==> src/rtl/ariane_pkg.sv <==
// Shared types for the misaligned-load merge unit: access size encoding and
// the request record captured in the first pipeline stage.
package ariane_pkg;

  typedef enum logic [1:0] {
    BYTE  = 2'd0,
    HALF  = 2'd1,
    WORD  = 2'd2,
    DWORD = 2'd3
  } size_e;

  // The request record is sized for the widest legal configuration
  // (XLEN=64, 3 offset bits, up to 8 id bits); narrower units zero-extend.
  localparam int unsigned MAX_XLEN  = 64;
  localparam int unsigned MAX_OFF_W = 3;
  localparam int unsigned MAX_TID_W = 8;

  typedef struct packed {
    logic [MAX_XLEN-1:0]  lo;
    logic [MAX_XLEN-1:0]  hi;
    logic [MAX_OFF_W-1:0] offset;
    size_e                size;
    logic                 sgn;
    logic [MAX_TID_W-1:0] tid;
  } merge_req_t;

endpackage

==> src/rtl/merge_fifo.sv <==
// Result buffer: DEPTH-entry FIFO with modulo-DEPTH pointers. Storage is not
// reset; only pointers and count are cleared by rst/flush.
module merge_fifo #(
  parameter int unsigned DEPTH = 2,
  parameter int unsigned WIDTH = 35
) (
  input  logic                       clk,
  input  logic                       rst,
  input  logic                       flush,
  input  logic                       push,
  input  logic [WIDTH-1:0]           wdata,
  input  logic                       pop,
  output logic [WIDTH-1:0]           rdata,
  output logic [$clog2(DEPTH+1)-1:0] count,
  output logic                       empty
);

  localparam int unsigned CNT_W = $clog2(DEPTH + 1);
  localparam int unsigned PTR_W = (DEPTH > 1) ? $clog2(DEPTH) : 1;

  logic [WIDTH-1:0] mem [DEPTH];
  logic [PTR_W-1:0] rptr;
  logic [PTR_W-1:0] wptr;

  function automatic logic [PTR_W-1:0] wrap_inc(input logic [PTR_W-1:0] p);
    return (p == PTR_W'(DEPTH - 1)) ? '0 : p + PTR_W'(1);
  endfunction

  // Entry storage, written on push only.
  always_ff @(posedge clk) begin
    if (push) mem[wptr] <= wdata;
  end

  // Pointer and occupancy bookkeeping; push+pop together leaves count unchanged.
  always_ff @(posedge clk) begin
    if (rst || flush) begin
      rptr  <= '0;
      wptr  <= '0;
      count <= '0;
    end else begin
      if (push) wptr <= wrap_inc(wptr);
      if (pop)  rptr <= wrap_inc(rptr);
      case ({push, pop})
        2'b10:   count <= count + CNT_W'(1);
        2'b01:   count <= count - CNT_W'(1);
        default: count <= count;
      endcase
    end
  end

  assign rdata = mem[rptr];
  assign empty = (count == '0);

endmodule

==> src/rtl/misalign_merge_unit.sv <==
// Misaligned load merge: captures {hi,lo} words, extracts 2^size bytes at the
// byte offset, sign/zero-extends and queues the result with its id.
module misalign_merge_unit
  import ariane_pkg::*;
#(
  parameter int unsigned XLEN          = 32,
  parameter int unsigned DEPTH         = 2,
  parameter int unsigned TRANS_ID_BITS = 3
) (
  input  logic                          clk_i,
  input  logic                          rst_i,
  input  logic                          flush_i,
  input  logic                          valid_i,
  output logic                          ready_o,
  input  logic [XLEN-1:0]               lo_word_i,
  input  logic [XLEN-1:0]               hi_word_i,
  input  logic [$clog2(XLEN/8)-1:0]     offset_i,
  input  logic [1:0]                    size_i,
  input  logic                          signed_i,
  input  logic [TRANS_ID_BITS-1:0]      trans_id_i,
  output logic                          valid_o,
  input  logic                          ready_i,
  output logic [XLEN-1:0]               result_o,
  output logic [TRANS_ID_BITS-1:0]      trans_id_o
);

  localparam int unsigned CNT_W   = $clog2(DEPTH + 1);
  localparam int unsigned ENTRY_W = XLEN + TRANS_ID_BITS;

  merge_req_t                  req_p1;
  logic                        vld_p1;
  logic [2*MAX_XLEN-1:0]       cat_p1;
  logic [2*MAX_XLEN-1:0]       shifted_p1;
  logic [XLEN-1:0]             result_p1;
  logic [ENTRY_W-1:0]          head;
  logic [CNT_W-1:0]            fifo_count;
  logic                        fifo_empty;
  logic                        accept;
  logic                        pop;
  logic                        unused_bits;

  // Keep the low 2^size bytes of the shifted window and extend to XLEN.
  // On a 32-bit unit a dword request degrades to a word.
  function automatic logic [XLEN-1:0] extend_fn(input logic [63:0] w,
                                                input size_e sz,
                                                input logic sgn);
    logic [63:0] r;
    size_e       eff;
    eff = (XLEN == 32 && sz == DWORD) ? WORD : sz;
    case (eff)
      BYTE:    r = {{56{sgn & w[7]}},  w[7:0]};
      HALF:    r = {{48{sgn & w[15]}}, w[15:0]};
      WORD:    r = {{32{sgn & w[31]}}, w[31:0]};
      default: r = w;
    endcase
    return r[XLEN-1:0];
  endfunction

  // Credit rule: only registered state feeds ready_o.
  assign ready_o = ({1'b0, fifo_count} + {{CNT_W{1'b0}}, vld_p1}) < (CNT_W+1)'(DEPTH);
  assign accept  = valid_i && ready_o;
  assign pop     = valid_o && ready_i;

  // Stage 1 control: reset and flush kill the in-flight request.
  always_ff @(posedge clk_i) begin
    if (rst_i || flush_i) vld_p1 <= 1'b0;
    else                  vld_p1 <= accept;
  end

  // Stage 1 data capture, unreset.
  always_ff @(posedge clk_i) begin
    if (accept) begin
      req_p1.lo     <= MAX_XLEN'(lo_word_i);
      req_p1.hi     <= MAX_XLEN'(hi_word_i);
      req_p1.offset <= MAX_OFF_W'(offset_i);
      req_p1.size   <= size_e'(size_i);
      req_p1.sgn    <= signed_i;
      req_p1.tid    <= MAX_TID_W'(trans_id_i);
    end
  end

  // ---- stage 2: shift/extend, then push into the result FIFO ----
  always_comb begin
    cat_p1     = (2*MAX_XLEN)'({req_p1.hi[XLEN-1:0], req_p1.lo[XLEN-1:0]});
    shifted_p1 = cat_p1 >> {req_p1.offset, 3'b000};
    result_p1  = extend_fn(shifted_p1[63:0], req_p1.size, req_p1.sgn);
  end

  // Bits only meaningful in wider configurations are folded here.
  assign unused_bits = ^{req_p1, shifted_p1};

  merge_fifo #(
    .DEPTH (DEPTH),
    .WIDTH (ENTRY_W)
  ) u_fifo (
    .clk   (clk_i),
    .rst   (rst_i),
    .flush (flush_i),
    .push  (vld_p1 && !flush_i),
    .wdata ({result_p1, req_p1.tid[TRANS_ID_BITS-1:0]}),
    .pop   (pop),
    .rdata (head),
    .count (fifo_count),
    .empty (fifo_empty)
  );

  // Outputs are forced to zero while empty so unreset storage never leaks.
  assign valid_o    = !fifo_empty;
  assign result_o   = valid_o ? head[ENTRY_W-1:TRANS_ID_BITS] : '0;
  assign trans_id_o = valid_o ? head[TRANS_ID_BITS-1:0] : '0;

endmodule

==> config.mk <==
export PLATFORM = sky130hd
export DESIGN_NAME = misalign_merge_unit
export DESIGN_NICKNAME = d
export VERILOG_FILES = /design/src/rtl/ariane_pkg.sv /design/src/rtl/merge_fifo.sv /design/src/rtl/misalign_merge_unit.sv
export SDC_FILE = /design/constraint.sdc
export NUM_CORES = 1
export LEC_CHECK = 0
export CORE_MARGIN = 2
export CORE_UTILIZATION = 50
export CTS_BUF_LIST = sky130_fd_sc_hd__clkbuf_16
export DETAILED_ROUTE_END_ITERATION = 12
export GPL_ROUTABILITY_DRIVEN = 0
export HOLD_SLACK_MARGIN = 0.1
export PLACE_DENSITY = 0.77
export SYNTH_ARGS = -nofsm -noshare
export SYNTH_HDL_FRONTEND = slang
export SYNTH_HIERARCHICAL = 1
export SYNTH_SLANG_ARGS = --single-unit
==> constraint.sdc <==
create_clock -name clk_i -period 3.9 [get_ports clk_i]
set_input_delay 0.78 -clock clk_i [delete_from_list [all_inputs] [get_ports clk_i]]
set_output_delay 0.78 -clock clk_i [all_outputs]
set_load 0.03 [all_outputs]
### Word level (Yosys, flattened, before mapping)

Memory sizes are Yosys's and may differ from the RTL's. A register that Yosys moved wholly into a read port is not among the register bits.
Cells that the tools add are included.

* logic and storage cells: 45
* register bits: 77
* memories kept: 1
* memory bits (writable): 70
* output and inout port bits: 37

* eq/ne operators: 5
* shifts and indexed selects: 1
* bitwise operators: 2
* add/sub/neg operators: 5
* $lt $le $gt $ge: 1
* reductions and logical operators: 9
* muxes and demuxes: 11

Memories
* u_fifo.mem: words 2, bits a word 35, read ports 1, clocked after Yosys merged registers in 1, wr ports 1, line merge_fifo.sv:21 `logic [WIDTH-1:0] mem [DEPTH];`

Operators by type and width (number)
* 32-bit one-hot mux with 3 select lines: 1
* 64-bit by 5-bit >> shifter with 32-bit output: 1
* 32-bit 2-to-1 mux: 1
* 2-bit equality test, second input constant: 3
* 1-bit 2-to-1 mux: 6
* 2-bit by 1-bit equality test with 1-bit output, second input constant: 2
* 2-bit logical NOT: 2
* 2-bit one-hot mux with 2 select lines: 1
* 2-bit by 1-bit adder with 3-bit output: 1
* 1-bit logical AND: 3
* 3-bit by 2-bit < comparator with 1-bit output, second input constant: 1
* 3-bit 2-to-1 mux: 1
* 1-bit adder, second input constant: 2
* 2-bit by 1-bit adder with 2-bit output, second input constant: 1
* 1-bit AND: 2
* 1-bit logical NOT: 2
* 2-bit 2-to-1 mux: 1
* 2-bit nonzero test: 1
* 2-bit by 1-bit subtractor with 2-bit output, second input constant: 1
* 1-bit logical OR: 1

### Longest topological paths before layout

* word-level depth: 5
* mapped depth: 7
* mapped depth without buffers: 6

### Cells and area by module

Netlist, hierarchy kept.

Modules (own cells, without submodules)
* misalign_merge_unit: times used 1, area each 3269.4 µm², cells each 228
* merge_fifo: times used 1, area each 2720.1 µm², cells each 130

### Least setup slack after synthesis

No wires, ideal clock.

* path type: input to register
* from: in flush_i
* to: mem u_fifo.mem[0][0] (enable)
* data required time: 3.473 ns
* data arrival time: 2.517 ns
* stages on the path: 3
* buffers on the path: 0
* setup time: 0.427 ns
* setup slack: 0.956 ns
* cells stage by stage: nor2b_1 inv_1 nor2_1

* word-level cells in the longest chain between the ends: 4

Ends and longest elaborated chain
* start: declaration: line misalign_merge_unit.sv:12 `input logic flush_i,`
* 1-bit logical NOT: line misalign_merge_unit.sv:99 `.push (vld_p1 && !flush_i),`
* 1-bit logical AND: line misalign_merge_unit.sv:99
* 1-bit 2-to-1 mux: line merge_fifo.sv:31 `if (push) mem[wptr] <= wdata;`
* 1-bit 2-to-1 mux (implied by the code): line merge_fifo.sv:31
* end: declaration: line merge_fifo.sv:21

No other way between the ends.

==> flow_summary_export.csv <==
group,metric,value,unit
clocking,cts_buffers,17,
power,p_total,3.76,mW
timing,setup_violations,0,
timing,rsz0062_at_grt,"false",
yosys,synth_top_cell_area_share,67.2,%
clocking,clk_pin_slew,0.06,ns
critical_path,cp.arrival,2.47,ns
yosys,synthArstFlopShare,0,%
yosys,synth_common_cells,"edfxtp_1 (134), mux2_2 (40), nor2b_1 (37)",
route,antenna_left,0,
timing,tns,0,ns
route,drtIter0Drc,292,
yosys,yosysMostFrequentCell,"edfxtp_1",
floorplanning,rows,39,
timing,period_share,83.4,%
route,drt-wirelength-per-cell,17.8,um
grt,grtUsageTotal,18.2,%
timing,clock-skew-final,0.00672,ns
yosys,yosys_warnings,6,
grt,grt_first_pass_wirelength,17500,um
floorplanning,dieArea,0.0129,sq mm
hold_path,hold_depth,0,
yosys,yosysSeqAreaShare,69.2,%
run,maxCapViolCount,0,
timing,hold_viol,0,
power,vdd_drop_max,0.300,mV
grt,grt_max_degree,66,
critical_path,startpoint_type,"register",
hold_path,hp-class,"reg2reg",
floorplanning,start_util,51.8,%
clocking,cts.sinks,140,
timing,tightest_slew,0.795,ns
route,drcViolationCount,0,
timing,slew_headroom,47.0,%
clocking,htreeDepth,4,
critical_path,worstSetupEndpointType,"output pin",
route,firstDrtPassIters,4,
floorplanning,ios,114,
clocking,cts_hold_buf,0,
floorplanning,core_area,0.0116,sq mm
floorplanning,die_h,113,um
grt,overflow,0,
outcome,outcome,"finished, final reports clean",
yosys,synthCells,358,
power,p_leak,2.72,nW
yosys,synth.cell_area,0.00599,sq mm
yosys,yosysUniqueCellTypes,30,
yosys,avgSynthCellArea,16.7,sq um
route,route.vias.total,3345,
clocking,post-cts-setup-buffer-count,0,
final_layout,fin_nets,549,
critical_path,crit_fanout,29,
yosys,synth_fp_nets,436,
timing,fmax,307,MHz
critical_path,rr_worst_depth,4,
critical_path,reg2reg_slack,1.62,ns
yosys,yosys.area.top_type,"edfxtp_1",
grt,antenna_found_initial,0,
final_layout,syn2layout_area_growth,31.0,%
placed_design,place.port_buffers,105,
clocking,cts_tree,"built",
clocking,clk_latency,0.40,ns
yosys,synth_enable_flop_cells,134,
critical_path,critical_path_required,3.12,ns
critical_path,critPathKind,"reg2out",
yosys,synth_area_leaders,"edfxtp_1 (67%), mux2_2 (7.5%), mux4_2 (6.4%)",
final_layout,drive_gt1_share,20.2,%
grt,first_global_vias,3366,
power,powerDensity,479,mW/mm^2
clocking,cts_root_buf,"clkbuf_16",
timing,fin_crit,3.25,ns
clocking,ctsResizeCount,0,
placed_design,dpl.hpwl,7490,um
route,avgViaCountPerCell,5.33,
clocking,cts_buffer_depth,2,
timing,slew_viol_final,0,
final_layout,antenna_cells,0,
route,drt_wl_total,11200,um
yosys,yosys_most_used_dff,"edfxtp_1",
floorplanning,die_x,113,um
yosys,ys_ff_latch,140,
logic make-up after synthesis:
family                     Yosys count  share of synthesized area (%)
adders and majority gates            1                          0.209
DFF                                140                           69.2
buffers and inverters               23                           2.09
muxes                               75                           17.7
AOI/OAI and AO/OA                   23                           2.51
and+or+nand+nor                     92                           7.69
xor gates and xnor gates             4                          0.585
cells in the final DEF (no fill, tap or decap), types with 2 or more instances in the layout:
master,synthesis,layout
o211ai_1,5,5
xnor2_1,3,3
mux2_2,40,40
nand3_1,2,2
nor2b_1,37,37
mux4_1,3,3
clkdlybuf4s50_1,0,105
clkinv_2,0,2
clkinvlp_4,0,3
buf_4,2,7
nor3_1,4,4
bufinv_16,0,6
o21ai_0,9,9
dfxtp_1,6,6
nor2_1,8,6
clkinv_1,0,3
inv_1,4,5
edfxtp_1,134,134
clkbuf_16,0,17
mux2i_1,15,15
mux4_2,17,17
nand2_1,36,36
a21oi_1,6,6
per-stage QoR:
step / instance area (sq um) / cells / hold slack, ns / worst slack (ns) / utilization (%)
final: 7850 / 627 / 0.458 / 0.647 / 67.8
after global routing: 7850 / 627 / 0.467 / 0.525 / 67.8
after CTS: 7850 / 627 / 0.455 / 0.606 / 67.8
after detailed placement: 7190 / 595 / 0.436 / 1.05 / 62.2
after global placement: 7190 / 595 / 0.423 / 1.08 / 62.2
after floorplan: 5990 / 358 / 0.421 / 0.956 / -
area by class of cell:
| cell class | instances | area, sq um |
|---|---|---|
| well taps | 143 | 179 |
| clock inverters | 15 | 228 |
| clock buffers | 17 | 425 |
| fillers | 759 | 3720 |
| flip-flops and latches | 140 | 4140 |
| repair buffers | 113 | 1120 |
| inverters | 4 | 15.0 |
| multi-input cells | 195 | 1730 |
final timing paths:
| kind | startpoint | end |
|---|---|---|
| hold / removal | req_p1[0]$_DFFE_PP_ | u_fifo/mem[1][0]$_DFFE_PP_ |
| hold reg to reg | req_p1[0]$_DFFE_PP_ | u_fifo/mem[1][0]$_DFFE_PP_ |
| setup reg to reg | req_p1[11]$_DFFE_PP_ | u_fifo/mem[0][13]$_DFFE_PP_ |
| setup / recovery | register | result_o[13] |
layer usage:
layer	wire (um)	GRT usage, %
met1	4830	24.0
met2	5420	28.9
met3	671	4.94
met4	245	7.64
met5	0	0
critical path, stage by stage (launching register included):
cell             delay [ns]
dfxtp_1                0.50
buf_4                  0.42
mux2_2                 0.40
nor2b_1                0.13
clkdlybuf4s50_1        0.60
where the power goes:
part	switching (mW)	internal (mW)	total [mW]
logic	0.118	0.140	0.258
registers	0.0293	1.72	1.75
clock network	0.569	1.19	1.76
state kept, by name, indices dropped and copies added (netlist names), named ones only:
register / flops
vld_p1: 1
u_fifo/count: 2
cat_p1: 56
u_fifo/rptr: 1
req_p1: 8
u_fifo/wptr: 1
u_fifo/mem: 70
(Power assumes the default switching activity.)
